### src/rtl/matrix_mult_host_driver.sv
// matrix_mult_host_driver
//   Host-side driver for a matrix multiplier's load/read interface.
//   A valid/ready stream of 2*N*N words (A row-major, then B row-major)
//   becomes indexed single-cycle write strobes on the a_*/b_* ports. Once
//   the multiplier raises z_stb, the result array is walked row-major
//   through z_i/z_j. Each element is returned on a valid/ready output
//   stream, and m_last marks element (N-1,N-1).
//
// Ports
//   clk, rst           rising-edge clock, asynchronous active-low reset
//   s_valid/s_ready/s_data  input word stream
//   a_in/a_i/a_j/a_we  A write port to the multiplier (registered)
//   b_in/b_i/b_j/b_we  B write port to the multiplier (registered)
//   z_stb              multiplier result-ready level
//   z_i/z_j/z_out      result read index (out) and read data (in)
//   m_valid/m_ready/m_data/m_last  result word stream
//   busy               high whenever the driver is not idle
module matrix_mult_host_driver #(
  parameter int N      = 4,
  parameter int IW     = $clog2(N),
  parameter int RD_LAT = 1
) (
  input  logic          clk,
  input  logic          rst,
  input  logic          s_valid,
  output logic          s_ready,
  input  logic [31:0]   s_data,
  output logic [31:0]   a_in,
  output logic [IW-1:0] a_i,
  output logic [IW-1:0] a_j,
  output logic          a_we,
  output logic [31:0]   b_in,
  output logic [IW-1:0] b_i,
  output logic [IW-1:0] b_j,
  output logic          b_we,
  input  logic          z_stb,
  output logic [IW-1:0] z_i,
  output logic [IW-1:0] z_j,
  input  logic [31:0]   z_out,
  output logic          m_valid,
  input  logic          m_ready,
  output logic [31:0]   m_data,
  output logic          m_last,
  output logic          busy
);

  typedef enum logic [2:0] {
    IDLE,
    LOAD_A,
    LOAD_B,
    WAIT_STB,
    RD_WAIT,
    RD_HOLD
  } state_e;

  localparam logic [IW-1:0] LAST_IDX = IW'(N - 1);
  localparam logic [IW-1:0] ONE_IDX  = IW'(1);
  localparam logic [2:0]    LAT      = 3'(RD_LAT);

  state_e        state_q, state_d;
  logic [IW-1:0] row_q, row_d;
  logic [IW-1:0] col_q, col_d;
  logic [2:0]    lat_q, lat_d;
  logic [31:0]   a_in_q, a_in_d;
  logic [IW-1:0] a_i_q, a_i_d, a_j_q, a_j_d;
  logic          a_we_q, a_we_d;
  logic [31:0]   b_in_q, b_in_d;
  logic [IW-1:0] b_i_q, b_i_d, b_j_q, b_j_d;
  logic          b_we_q, b_we_d;
  logic [IW-1:0] z_i_q, z_i_d, z_j_q, z_j_d;
  logic          m_valid_q, m_valid_d;
  logic [31:0]   m_data_q, m_data_d;
  logic          m_last_q, m_last_d;
  logic          accept;
  logic          load_end;
  logic          z_end;

  assign s_ready  = (state_q == IDLE) || (state_q == LOAD_A) || (state_q == LOAD_B);
  assign busy     = (state_q != IDLE);
  assign accept   = s_valid && s_ready;
  assign load_end = (row_q == LAST_IDX) && (col_q == LAST_IDX);
  assign z_end    = (z_i_q == LAST_IDX) && (z_j_q == LAST_IDX);

  // Next-state and registered-output logic. Write enables default low so
  // every accepted word produces exactly one single-cycle pulse.
  always_comb begin
    state_d   = state_q;
    row_d     = row_q;
    col_d     = col_q;
    lat_d     = lat_q;
    a_in_d    = a_in_q;
    a_i_d     = a_i_q;
    a_j_d     = a_j_q;
    a_we_d    = 1'b0;
    b_in_d    = b_in_q;
    b_i_d     = b_i_q;
    b_j_d     = b_j_q;
    b_we_d    = 1'b0;
    z_i_d     = z_i_q;
    z_j_d     = z_j_q;
    m_valid_d = m_valid_q;
    m_data_d  = m_data_q;
    m_last_d  = m_last_q;

    case (state_q)
      IDLE: begin
        // The first word of a load is always A[0][0].
        if (accept) begin
          a_we_d  = 1'b1;
          a_in_d  = s_data;
          a_i_d   = '0;
          a_j_d   = '0;
          row_d   = '0;
          col_d   = ONE_IDX;
          state_d = LOAD_A;
        end
      end

      LOAD_A: begin
        if (accept) begin
          a_we_d = 1'b1;
          a_in_d = s_data;
          a_i_d  = row_q;
          a_j_d  = col_q;
          if (load_end) begin
            row_d   = '0;
            col_d   = '0;
            state_d = LOAD_B;
          end else if (col_q == LAST_IDX) begin
            col_d = '0;
            row_d = row_q + ONE_IDX;
          end else begin
            col_d = col_q + ONE_IDX;
          end
        end
      end

      LOAD_B: begin
        if (accept) begin
          b_we_d = 1'b1;
          b_in_d = s_data;
          b_i_d  = row_q;
          b_j_d  = col_q;
          if (load_end) begin
            row_d   = '0;
            col_d   = '0;
            state_d = WAIT_STB;
          end else if (col_q == LAST_IDX) begin
            col_d = '0;
            row_d = row_q + ONE_IDX;
          end else begin
            col_d = col_q + ONE_IDX;
          end
        end
      end

      WAIT_STB: begin
        z_i_d = '0;
        z_j_d = '0;
        if (z_stb) begin
          lat_d   = '0;
          state_d = RD_WAIT;
        end
      end

      RD_WAIT: begin
        // lat_q counts cycles since z_i/z_j last changed; z_out is trusted
        // once it reaches the read latency (immediately when RD_LAT is 0).
        if (lat_q == LAT) begin
          m_data_d  = z_out;
          m_valid_d = 1'b1;
          m_last_d  = z_end;
          state_d   = RD_HOLD;
        end else begin
          lat_d = lat_q + 3'd1;
        end
      end

      RD_HOLD: begin
        if (m_ready) begin
          m_valid_d = 1'b0;
          m_last_d  = 1'b0;
          lat_d     = '0;
          if (m_last_q) begin
            z_i_d   = '0;
            z_j_d   = '0;
            state_d = IDLE;
          end else begin
            if (z_j_q == LAST_IDX) begin
              z_j_d = '0;
              z_i_d = z_i_q + ONE_IDX;
            end else begin
              z_j_d = z_j_q + ONE_IDX;
            end
            state_d = RD_WAIT;
          end
        end
      end

      default: state_d = IDLE;
    endcase
  end

  // State and output registers; reset abandons any load or readout.
  always_ff @(posedge clk or negedge rst) begin
    if (!rst) begin
      state_q   <= IDLE;
      row_q     <= '0;
      col_q     <= '0;
      lat_q     <= '0;
      a_in_q    <= '0;
      a_i_q     <= '0;
      a_j_q     <= '0;
      a_we_q    <= 1'b0;
      b_in_q    <= '0;
      b_i_q     <= '0;
      b_j_q     <= '0;
      b_we_q    <= 1'b0;
      z_i_q     <= '0;
      z_j_q     <= '0;
      m_valid_q <= 1'b0;
      m_data_q  <= '0;
      m_last_q  <= 1'b0;
    end else begin
      state_q   <= state_d;
      row_q     <= row_d;
      col_q     <= col_d;
      lat_q     <= lat_d;
      a_in_q    <= a_in_d;
      a_i_q     <= a_i_d;
      a_j_q     <= a_j_d;
      a_we_q    <= a_we_d;
      b_in_q    <= b_in_d;
      b_i_q     <= b_i_d;
      b_j_q     <= b_j_d;
      b_we_q    <= b_we_d;
      z_i_q     <= z_i_d;
      z_j_q     <= z_j_d;
      m_valid_q <= m_valid_d;
      m_data_q  <= m_data_d;
      m_last_q  <= m_last_d;
    end
  end

  assign a_in    = a_in_q;
  assign a_i     = a_i_q;
  assign a_j     = a_j_q;
  assign a_we    = a_we_q;
  assign b_in    = b_in_q;
  assign b_i     = b_i_q;
  assign b_j     = b_j_q;
  assign b_we    = b_we_q;
  assign z_i     = z_i_q;
  assign z_j     = z_j_q;
  assign m_valid = m_valid_q;
  assign m_data  = m_data_q;
  assign m_last  = m_last_q;

endmodule
### config.mk
export PLATFORM = sky130hd
export DESIGN_NAME = matrix_mult_host_driver
export DESIGN_NICKNAME = d
export VERILOG_FILES = /design/src/rtl/matrix_mult_host_driver.sv
export SDC_FILE = /design/constraint.sdc
export NUM_CORES = 1
export LEC_CHECK = 0
export BUFFER_PORTS_ARGS = -buffer_cell sky130_fd_sc_hd__buf_2
export CORE_ASPECT_RATIO = 1.4
export CORE_MARGIN = 4
export CORE_UTILIZATION = 44
export DETAILED_ROUTE_END_ITERATION = 8
export GPL_TIMING_DRIVEN = 0
export PLACE_DENSITY_LB_ADDON = 0.25
export SYNTH_ARGS = -nofsm -noshare
export SYNTH_HDL_FRONTEND = slang
export SYNTH_SLANG_ARGS = --single-unit
### constraint.sdc
create_clock -name clk -period 1.9 [get_ports clk]
set_clock_uncertainty 0.15 [all_clocks]
set_input_delay 0.38 -clock clk [delete_from_list [all_inputs] [get_ports clk]]
set_output_delay 0.38 -clock clk [all_outputs]
set_load 0.02 [all_outputs]
==> results of run 1 <==
-- worst max-delay path, stage by stage (launching register included) --
cell and delay [ns]:
dfrtp_1 0.38, buf_6 0.13, buf_8 0.11, or3_4 0.32, buf_6 0.14
-- layout by cell type, fill, tap and decap left out, types with 3 or more instances in the layout --
cell and instances:
a21o_1 3, a22o_1 4, and2_1 3, buf_2 183
buf_4 20, buf_6 5, buf_8 4, bufinv_16 3
clkbuf_16 20, clkinv_4 4, clkinvlp_4 3, dfrtp_1 121
dlygate4sd3_1 13, ha_1 6, mux2_2 40, mux2_4 27
nand2_1 109, nand3_1 5, nor2_1 7, o21ai_0 13
-- layer usage --
layer	share of wire, %	GRT usage, %
met5	0	0
met4	2.9	8.90
met3	4.8	5.43
met2	53	33.6
met1	39	22.1
-- repair_timing --
action | 4_1_cts | 5_1_grt
pin swaps | 1 | 1
gates resized for setup | 17 | 37
cloned | 1 | 3
setup endpoints to repair | 56 | 67
setup buffers | 7 | 5
hold buffers | 13 | 0
hold endpoints to repair | 29 | 0
-- power by group through the flow --
stage               sequential (mW)  clock, mW  combinational [mW]
floorplan                      4.86          0                1.21
global placement               3.89          0                3.38
detailed placement             3.95          0                3.47
CTS                            3.91       3.34                3.63
global route                   4.01       3.47                4.00
finish                         3.91       3.27                3.70
-- layout make-up --
type	count	area [µm²]	share of cell area [%]
buffer	19	183	2.57
clock buffer	18	439	6.18
clock inverter	13	170	2.39
inverter	2	7.51	0.106
multi-input combinational	251	1820	25.6
sequential	122	3050	42.9
tap	141	176	2.48
timing repair buffer	212	1260	17.8
-- per-stage QoR --
stage,cell area [µm²],utilization [%],instances,worst slack [ns]
after floorplan,4880,-,394,0.119
after global placement,5970,54.9,717,-1.14
after detailed placement,6000,55.2,718,-0.105
after CTS,6860,63.2,770,-0.127
after global routing,7110,65.4,778,-0.172
final,7110,65.4,778,-0.107
-- state kept, by name, indices dropped and copies added (netlist names), 3 cells and up --
| name | cells |
|---|---|
| state_q | 3 |
| a_in | 32 |
| b_in | 32 |
| m_data | 32 |
| lat_q | 3 |
-- how the worst max path moves through the flow --
| stage | end | slack (ns) | from | depth (start not counted) |
|---|---|---|---|---|
| after floorplan | b_in[10]$_DFFE_PN0P_ | 0.12 | state_q[2]$_DFFE_PN0P_ | 6 |
| after global placement | b_in[6]$_DFFE_PN0P_ | -1.14 | rst | 1 |
| after detailed placement | a_in[13]$_DFFE_PN0P_ | -0.11 | state_q[2]$_DFFE_PN0P_ | 5 |
| after CTS | busy | -0.13 | state_q[0]$_DFFE_PN0P_ | 4 |
| after global routing | busy | -0.17 | state_q[0]$_DFFE_PN0P_ | 4 |
| final | busy | -0.11 | state_q[0]$_DFFE_PN0P_ | 4 |
-- cell families after synthesis --
family          count (synthesis)
fa+ha+maj                       6
buf+inv                        21
flops                         122
simple gates                  145
mux                            70
compound gates                 30
==> impl_metrics.toml, run 1 <==
[outcome]
violations = "setup timing"
status = "finished, violations left"

[setup_path]
r2r_start = "state_q[2]$_DFFE_PN0P_"
critical_path.startpoint_type = "flop"
endpoint_kind = "output pin"
reg2reg_to = "b_in[12]$_DFFE_PN0P_"
critical_path_arrival_ns = 1.48
rrSetupSlack_ns = 0.03
cp.required_ns = 1.37
worstSetupPathType = "flop to output pin"
reg2reg_depth = 6
crit_fanout = 2

[clocking]
clk_root_buffer_cell = "clkbuf_16"
cts-htree-levels = 4
cts.clk_slew.worst_paths_ns = 0.05
clock_latency_ns = 0.41
cts_tree = "done"
cts_sinks = 122
cts_buffer_depth = 2
cts_inserted_buffers = 17

[global_route]
grt_max_degree = 106
grt_pass1_vias = 4006
antenna_found_initial = 0
grt_util_all_layers_pct = 19.4
grt_overflow = 0
grt_pass1_wl_um = 19900

[synth]
ys_ff_latch = 122
synth_cells = 394
ys_top_cells_by_count = "122 x dfrtp_1, 110 x nand2_1, 40 x mux2_2, 29 x mux2_1, 13 x o21ai_0"
synth_top_cell_by_area = "dfrtp_1"
avgSynthCellArea_um2 = 12.4
synth_area_mm2 = 0.00488
synth_top_family_by_area = "multiplexers"
ys_dominant_reg_cell = "dfrtp_1"
synth_edf_count = 0
yosysMostFrequentCell = "dfrtp_1"
synth-simple-area-share_pct = 12.9
yosys.area_share.adder_pct = 1.54
synth_xor_area_share_pct = 0
synthesis.nets = 469
synth-seq-area-share_pct = 62.5
synth-async-reset-ratio_pct = 100
synth_mux_area_share_pct = 16.1
yosys_warnings = 0
synth_compound_area_share_pct = 4.07
synthDistinctLibCells = 38
synthTopCellsByArea = "dfrtp_1 63%, mux2_2 9.2%, nand2_1 8.5%"
yosys.area.top_type_share_pct = 62.5

[placed_design]
port-buffer-count = 182
gp_congestion = 0.749
dp_hpwl_um = 8340

[timing]
relSlewSlack_pct = 66.9
tns_ns = -0.180
whs_ns = 0.0210
timing.final.ws_setup_ns = -0.107
timing.final.crit_share_pct = 106
hold_viol = 0
max_slew.worst_pin.slew_ns = 0.496
max_freq_mhz = 498
setup_viol = 2
timing.final.max_slew_violations = 0
rsz0062_at_grt = "true"
period_needed_ns = 2.01

[pwr]
seq_power_share_pct = 36.0
pwr-share-clk_pct = 30.0
power_frac_comb_pct = 34.0
sw_frac_of_total_pct = 35.4
power.leakage_nw = 3.72
power.density_mw_per_mm2 = 1530
p_int_mw = 7.03
vdd_ir_drop_max_v = 0.000732
switching_power_mw = 3.85
total_power_mw = 10.9

[cells_and_area]
fin_nets = 700
drive_gt1_share_pct = 51.2
n_antenna_cell = 0
nFillCells = 844
syn_to_final_growth_pct = 45.7

[floorplan]
core_mm2 = 0.0109
dieArea_mm2 = 0.0129
rows = 45
start_util_pct = 44.9
die_width_um = 97.0
die_y_um = 133
ioPinCount = 183

[routing]
wl_um = 12400
drc = 0
ant_nets = 0
drtIter0Drc = 112
vias = 3835
routedWlPerCell_um = 16.0
viasPerCell = 4.93
firstDrtPassIters = 4

[min_path]
whs_endpoint = "m_data[1]$_DFFE_PN0P_"
hp-start = "z_out[1]"
hold_class = "primary input to flop"
holdPathStages = 3

[job]
cap_violations = 0
Power figures use the tool's default switching activity.
==> inputs of run 2 (changes only) <==
--- a/config.mk
+++ b/config.mk
@@ -12,6 +12,7 @@
 export DETAILED_ROUTE_END_ITERATION = 8
 export GPL_TIMING_DRIVEN = 0
 export PLACE_DENSITY_LB_ADDON = 0.25
+export SKIP_CTS_REPAIR_TIMING = 1
 export SYNTH_ARGS = -nofsm -noshare
 export SYNTH_HDL_FRONTEND = slang
 export SYNTH_SLANG_ARGS = --single-unit
==> impl_metrics.toml, run 2 (synthesis results as in run 1) <==
[min_path]
hold_class = "primary input to flop"

[pwr]
power_frac_comb_pct = 33.4
seq_power_share_pct = 36.3
p_int_mw = 6.97
power.leakage_nw = 3.61
power.density_mw_per_mm2 = 1580
pwr-share-clk_pct = 30.3
vdd_ir_drop_max_v = 0.000709
switching_power_mw = 3.80
sw_frac_of_total_pct = 35.3

[setup_path]
critical_path_arrival_ns = 1.52
rrSetupSlack_ns = -0.03
critical-path-max-stage-delay_ns = 0.40
r2r_start = "state_q[2]$_DFFE_PN0P_"
crit_fanout = 5
crit_top_cell = "buf_6"
reg2reg_depth = 6
worstSetupPathType = "flop to output pin"
endpoint_kind = "output pin"
cp.required_ns = 1.37
critical_path.startpoint_type = "flop"
reg2reg_to = "b_in[7]$_DFFE_PN0P_"
cpMaxStageDelayCell = "dfrtp_1"
cp-endpoint = "busy"
path_cells = "buf_6 -> buf_8 -> or3_4 -> buf_6"
crit_path_start = "state_q[0]$_DFFE_PN0P_"

[floorplan]
core_mm2 = 0.0109
ioPinCount = 183
dieArea_mm2 = 0.0129
start_util_pct = 44.9
rows = 45
die_width_um = 97.0
die_y_um = 133

[timing]
rsz0062_at_grt = "true"
hold_viol = 0
setup_viol = 23
timing.final.crit_share_pct = 108
whs_ns = 0.0157
max_freq_mhz = 489
timing.final.ws_setup_ns = -0.147
relSlewSlack_pct = 64.9
timing.final.max_slew_violations = 0
period_needed_ns = 2.05
max_slew.worst_pin.slew_ns = 0.527

[global_route]
antenna_found_initial = 1
grt_overflow = 0
grt_util_all_layers_pct = 18.6
grt_pass1_vias = 3869
grt_max_degree = 106
grt_pass1_wl_um = 19100

[clocking]
cts_buffer_depth = 2
clk_root_buffer_cell = "clkbuf_16"
cts_sinks = 122
cts_inserted_buffers = 17
cts_tree = "done"
cts-htree-levels = 4
cts.clk_slew.worst_paths_ns = 0.06
clock_latency_ns = 0.40

[placed_design]
place_inst = 718
gp_congestion = 0.749
port-buffer-count = 182
dp_hpwl_um = 8340

[outcome]
violations = "setup timing"
status = "finished, violations left"

[routing]
wl_um = 11500
viasPerCell = 4.85
drtIter0Drc = 130
vias = 3714
ant_nets = 0
routedWlPerCell_um = 15.1
firstDrtPassIters = 4
drc = 0

[cells_and_area]
syn_to_final_growth_pct = 39.5
fin_cells = 766
drive_gt1_share_pct = 47.4
fin_nets = 687
mostFrequentLayoutCell = "buf_2"
nFillCells = 882
mostFrequentLayoutCells = "185 x buf_2, 121 x dfrtp_1, 110 x nand2_1"

[job]
cap_violations = 0
[run 2: changes by cell type in the layout (fill, tap and decap cells not counted), moves of 2 or more]
cell and change:
buf_2 +2, buf_6 +2, clkbuf_16 -3, dlygate4sd3_1 -12
mux2_1 +27, mux2_4 -27
[run 2: worst min-delay path by stage]
| stage | slack, ns | to | cells past startpoint | from |
|---|---|---|---|---|
| 4_1_cts | -0.36 | m_data[26]$_DFFE_PN0P_ | 1 | rst |
| 3_5_place_dp | 0.08 | m_data[26]$_DFFE_PN0P_ | 1 | rst |
| 3_3_place_gp | 0.30 | m_data[23]$_DFFE_PN0P_ | 2 | m_data[23]$_DFFE_PN0P_ |
| 6_report | 0.02 | m_data[8]$_DFFE_PN0P_ | 3 | z_out[8] |
| 2_1_floorplan | -0.07 | a_i[0]$_DFFE_PN0P_ | 0 | rst |
| 5_1_grt | 0.01 | m_data[27]$_DFFE_PN0P_ | 3 | z_out[27] |
[run 2: layer usage]
layer  track usage, %  vias to the layer above  part of all wire [%]  wire length [µm]
li1                 -                     1780                     -                 -
met1             21.1                     1806                    38              4400
met2             32.3                      104                    54              6250
met3             5.22                       24                   4.7               542
met4             8.67                        0                   3.0               347
met5                0                        -                     0                 0
[run 2: worst max-delay path, delay by kind of cell (launching register included)]
kind          cells  cell delay [ns]
buf+inv           3             0.39
flops             1             0.40
simple gates      1             0.32
[run 2: per-stage QoR]
step                setup WS [ns]  TNS (ns)  util [%]  cell area, µm²  total power [mW]
floorplan                   0.119         0         -            4880              6.07
global placement            -1.14   -142.95      54.9            5970              7.28
detailed placement         -0.105     -4.63      55.2            6000              7.42
CTS                        -0.427     -5.49      60.9            6610              10.7
global route               -0.202     -4.77      62.7            6810              11.4
finish                     -0.147    -0.440      62.7            6810              10.8
[run 2: layout make-up]
class	count	area [µm²]	area share (%)
diodes	1	2.50	0.0367
plain buffers	19	184	2.70
clock buffers	18	439	6.45
clock inverters	13	170	2.50
inverters	2	7.51	0.110
multi-input cells	251	1700	25.0
flip-flops and latches	122	3050	44.8
well taps	141	176	2.59
repair buffers	199	1070	15.8
[run 2: power by group through the flow]
stage | registers, mW | logic (mW) | clock network [mW]
2_1_floorplan | 4.86 | 1.21 | 0
3_3_place_gp | 3.89 | 3.38 | 0
3_5_place_dp | 3.95 | 3.47 | 0
4_1_cts | 3.91 | 3.49 | 3.34
5_1_grt | 4.01 | 3.90 | 3.47
6_report | 3.90 | 3.60 | 3.26
==> inputs of run 3 (changes only) <==
--- a/config.mk
+++ b/config.mk
@@ -12,6 +12,7 @@
 export DETAILED_ROUTE_END_ITERATION = 8
 export GPL_TIMING_DRIVEN = 0
 export PLACE_DENSITY_LB_ADDON = 0.25
+export REMOVE_ABC_BUFFERS = 1
 export SKIP_CTS_REPAIR_TIMING = 1
 export SYNTH_ARGS = -nofsm -noshare
 export SYNTH_HDL_FRONTEND = slang
==> impl_metrics.toml, run 3 (synthesis results as in run 1) <==
[cells_and_area]
syn_to_final_growth_pct = 39.7
mostFrequentLayoutCell = "buf_2"
nFillCells = 897
drive_gt1_share_pct = 46.9
fin_nets = 677
fin_util_pct = 62.8
n_antenna_cell = 0
mostFrequentLayoutCells = "179 x buf_2, 119 x dfrtp_1, 109 x nand2_1"

[placed_design]
gp_congestion = 0.721
port-buffer-count = 182
dp_hpwl_um = 8250
pre_cts_ws_ns = -0.909

[routing]
routedWlPerCell_um = 16.4
drc = 0
drtIter0Drc = 124
vias = 3718
viasPerCell = 4.92
ant_nets = 0
wl_um = 12400
firstDrtPassIters = 4

[clocking]
clk_root_buffer_cell = "clkbuf_16"
cts_tree = "done"
cts_inserted_buffers = 17
cts_buffer_depth = 2
cts-htree-levels = 4
clock_latency_ns = 0.40
cts.clk_slew.worst_paths_ns = 0.05
cts_sinks = 122

[timing]
hold_viol = 0
timing.final.crit_share_pct = 103
relSlewSlack_pct = 66.4
rsz0062_at_grt = "true"
period_needed_ns = 1.97
timing.final.max_slew_violations = 0
timing.final.ws_setup_ns = -0.0664
max_slew.worst_pin.slew_ns = 0.504
setup_viol = 2
max_freq_mhz = 509

[pwr]
pwr-share-clk_pct = 30.9
switching_power_mw = 3.79
vdd_ir_drop_max_v = 0.000840
seq_power_share_pct = 35.5
total_power_mw = 11.0
power_frac_comb_pct = 33.6
power.leakage_nw = 3.59
power.density_mw_per_mm2 = 1620
sw_frac_of_total_pct = 34.3
p_int_mw = 7.25

[global_route]
grt_util_all_layers_pct = 18.5
grt_overflow = 0
antenna_found_initial = 0
grt_pass1_vias = 3893
grt_max_degree = 105
grt_pass1_wl_um = 19200

[outcome]
status = "finished, violations left"
violations = "setup timing"

[floorplan]
start_util_pct = 44.9
die_y_um = 133
rows = 45
ioPinCount = 183
dieArea_mm2 = 0.0129
core_mm2 = 0.0109
die_width_um = 97.0

[setup_path]
crit_fanout = 5
critical_path.startpoint_type = "flop"
critical_path_arrival_ns = 1.44
worstSetupPathType = "flop to output pin"
cp.required_ns = 1.37
endpoint_kind = "output pin"

[min_path]
hold_class = "primary input to flop"

[job]
cap_violations = 0
-- run 3: per-layer routing --
metal / GRT usage [%] / routed length, µm
met5: 0 / 0
met3: 5.49 / 661
met2: 33.8 / 6920
met1: 20.0 / 4610
met4: 7.18 / 182
-- run 3: power groups by stage --
stage,logic (mW),registers [mW],clock network [mW]
floorplan,1.10,4.91,0
global placement,3.27,3.94,0
detailed placement,3.35,3.98,0
CTS,3.37,3.95,3.47
global route,4.02,4.03,3.60
finish,3.72,3.92,3.41
-- run 3: metrics by stage --
stage	setup TNS [ns]	area (µm²)	hold WS, ns	std cells
after floorplan	-89.14	4750	-0.0656	375
after global placement	-334.17	5840	0.304	698
after detailed placement	-63.14	5910	0.0825	702
after CTS	-65.86	6540	-0.354	733
after global routing	-0.200	6820	0.0138	755
final	-0.123	6820	0.00967	755
-- run 3: layout make-up --
type,count,area (µm²),share of cell area [%]
flip-flops and latches,122,3060,44.9
well taps,141,176,2.59
multi-input cells,253,1760,25.9
clock buffers,24,492,7.21
clock inverters,7,138,2.02
repair buffers,206,1180,17.3
inverters,2,7.51,0.110
-- run 3: worst paths after layout --
path | depth (start not counted) | startpoint | slack, ns | end
setup / recovery | 2 | state_q[0]$_DFFE_PN0P_ | -0.07 | busy
hold / removal | 3 | z_out[24] | 0.01 | m_data[24]$_DFFE_PN0P_
setup reg to reg | 5 | state_q[2]$_DFFE_PN0P_ | 0.08 | b_in[2]$_DFFE_PN0P_
hold reg to reg | 2 | m_data[16]$_DFFE_PN0P_ | 0.32 | m_data[16]$_DFFE_PN0P_
max in group asynchronous | 3 | rst | 0.62 | state_q[0]$_DFFE_PN0P_
min in group asynchronous | 2 | rst | 0.23 | a_j[1]$_DFFE_PN0P_
-- run 3: worst max-delay path, cell delays in order (launching register included) --
cell and delay [ns]:
dfrtp_4 0.52, or3_4 0.38, buf_6 0.14
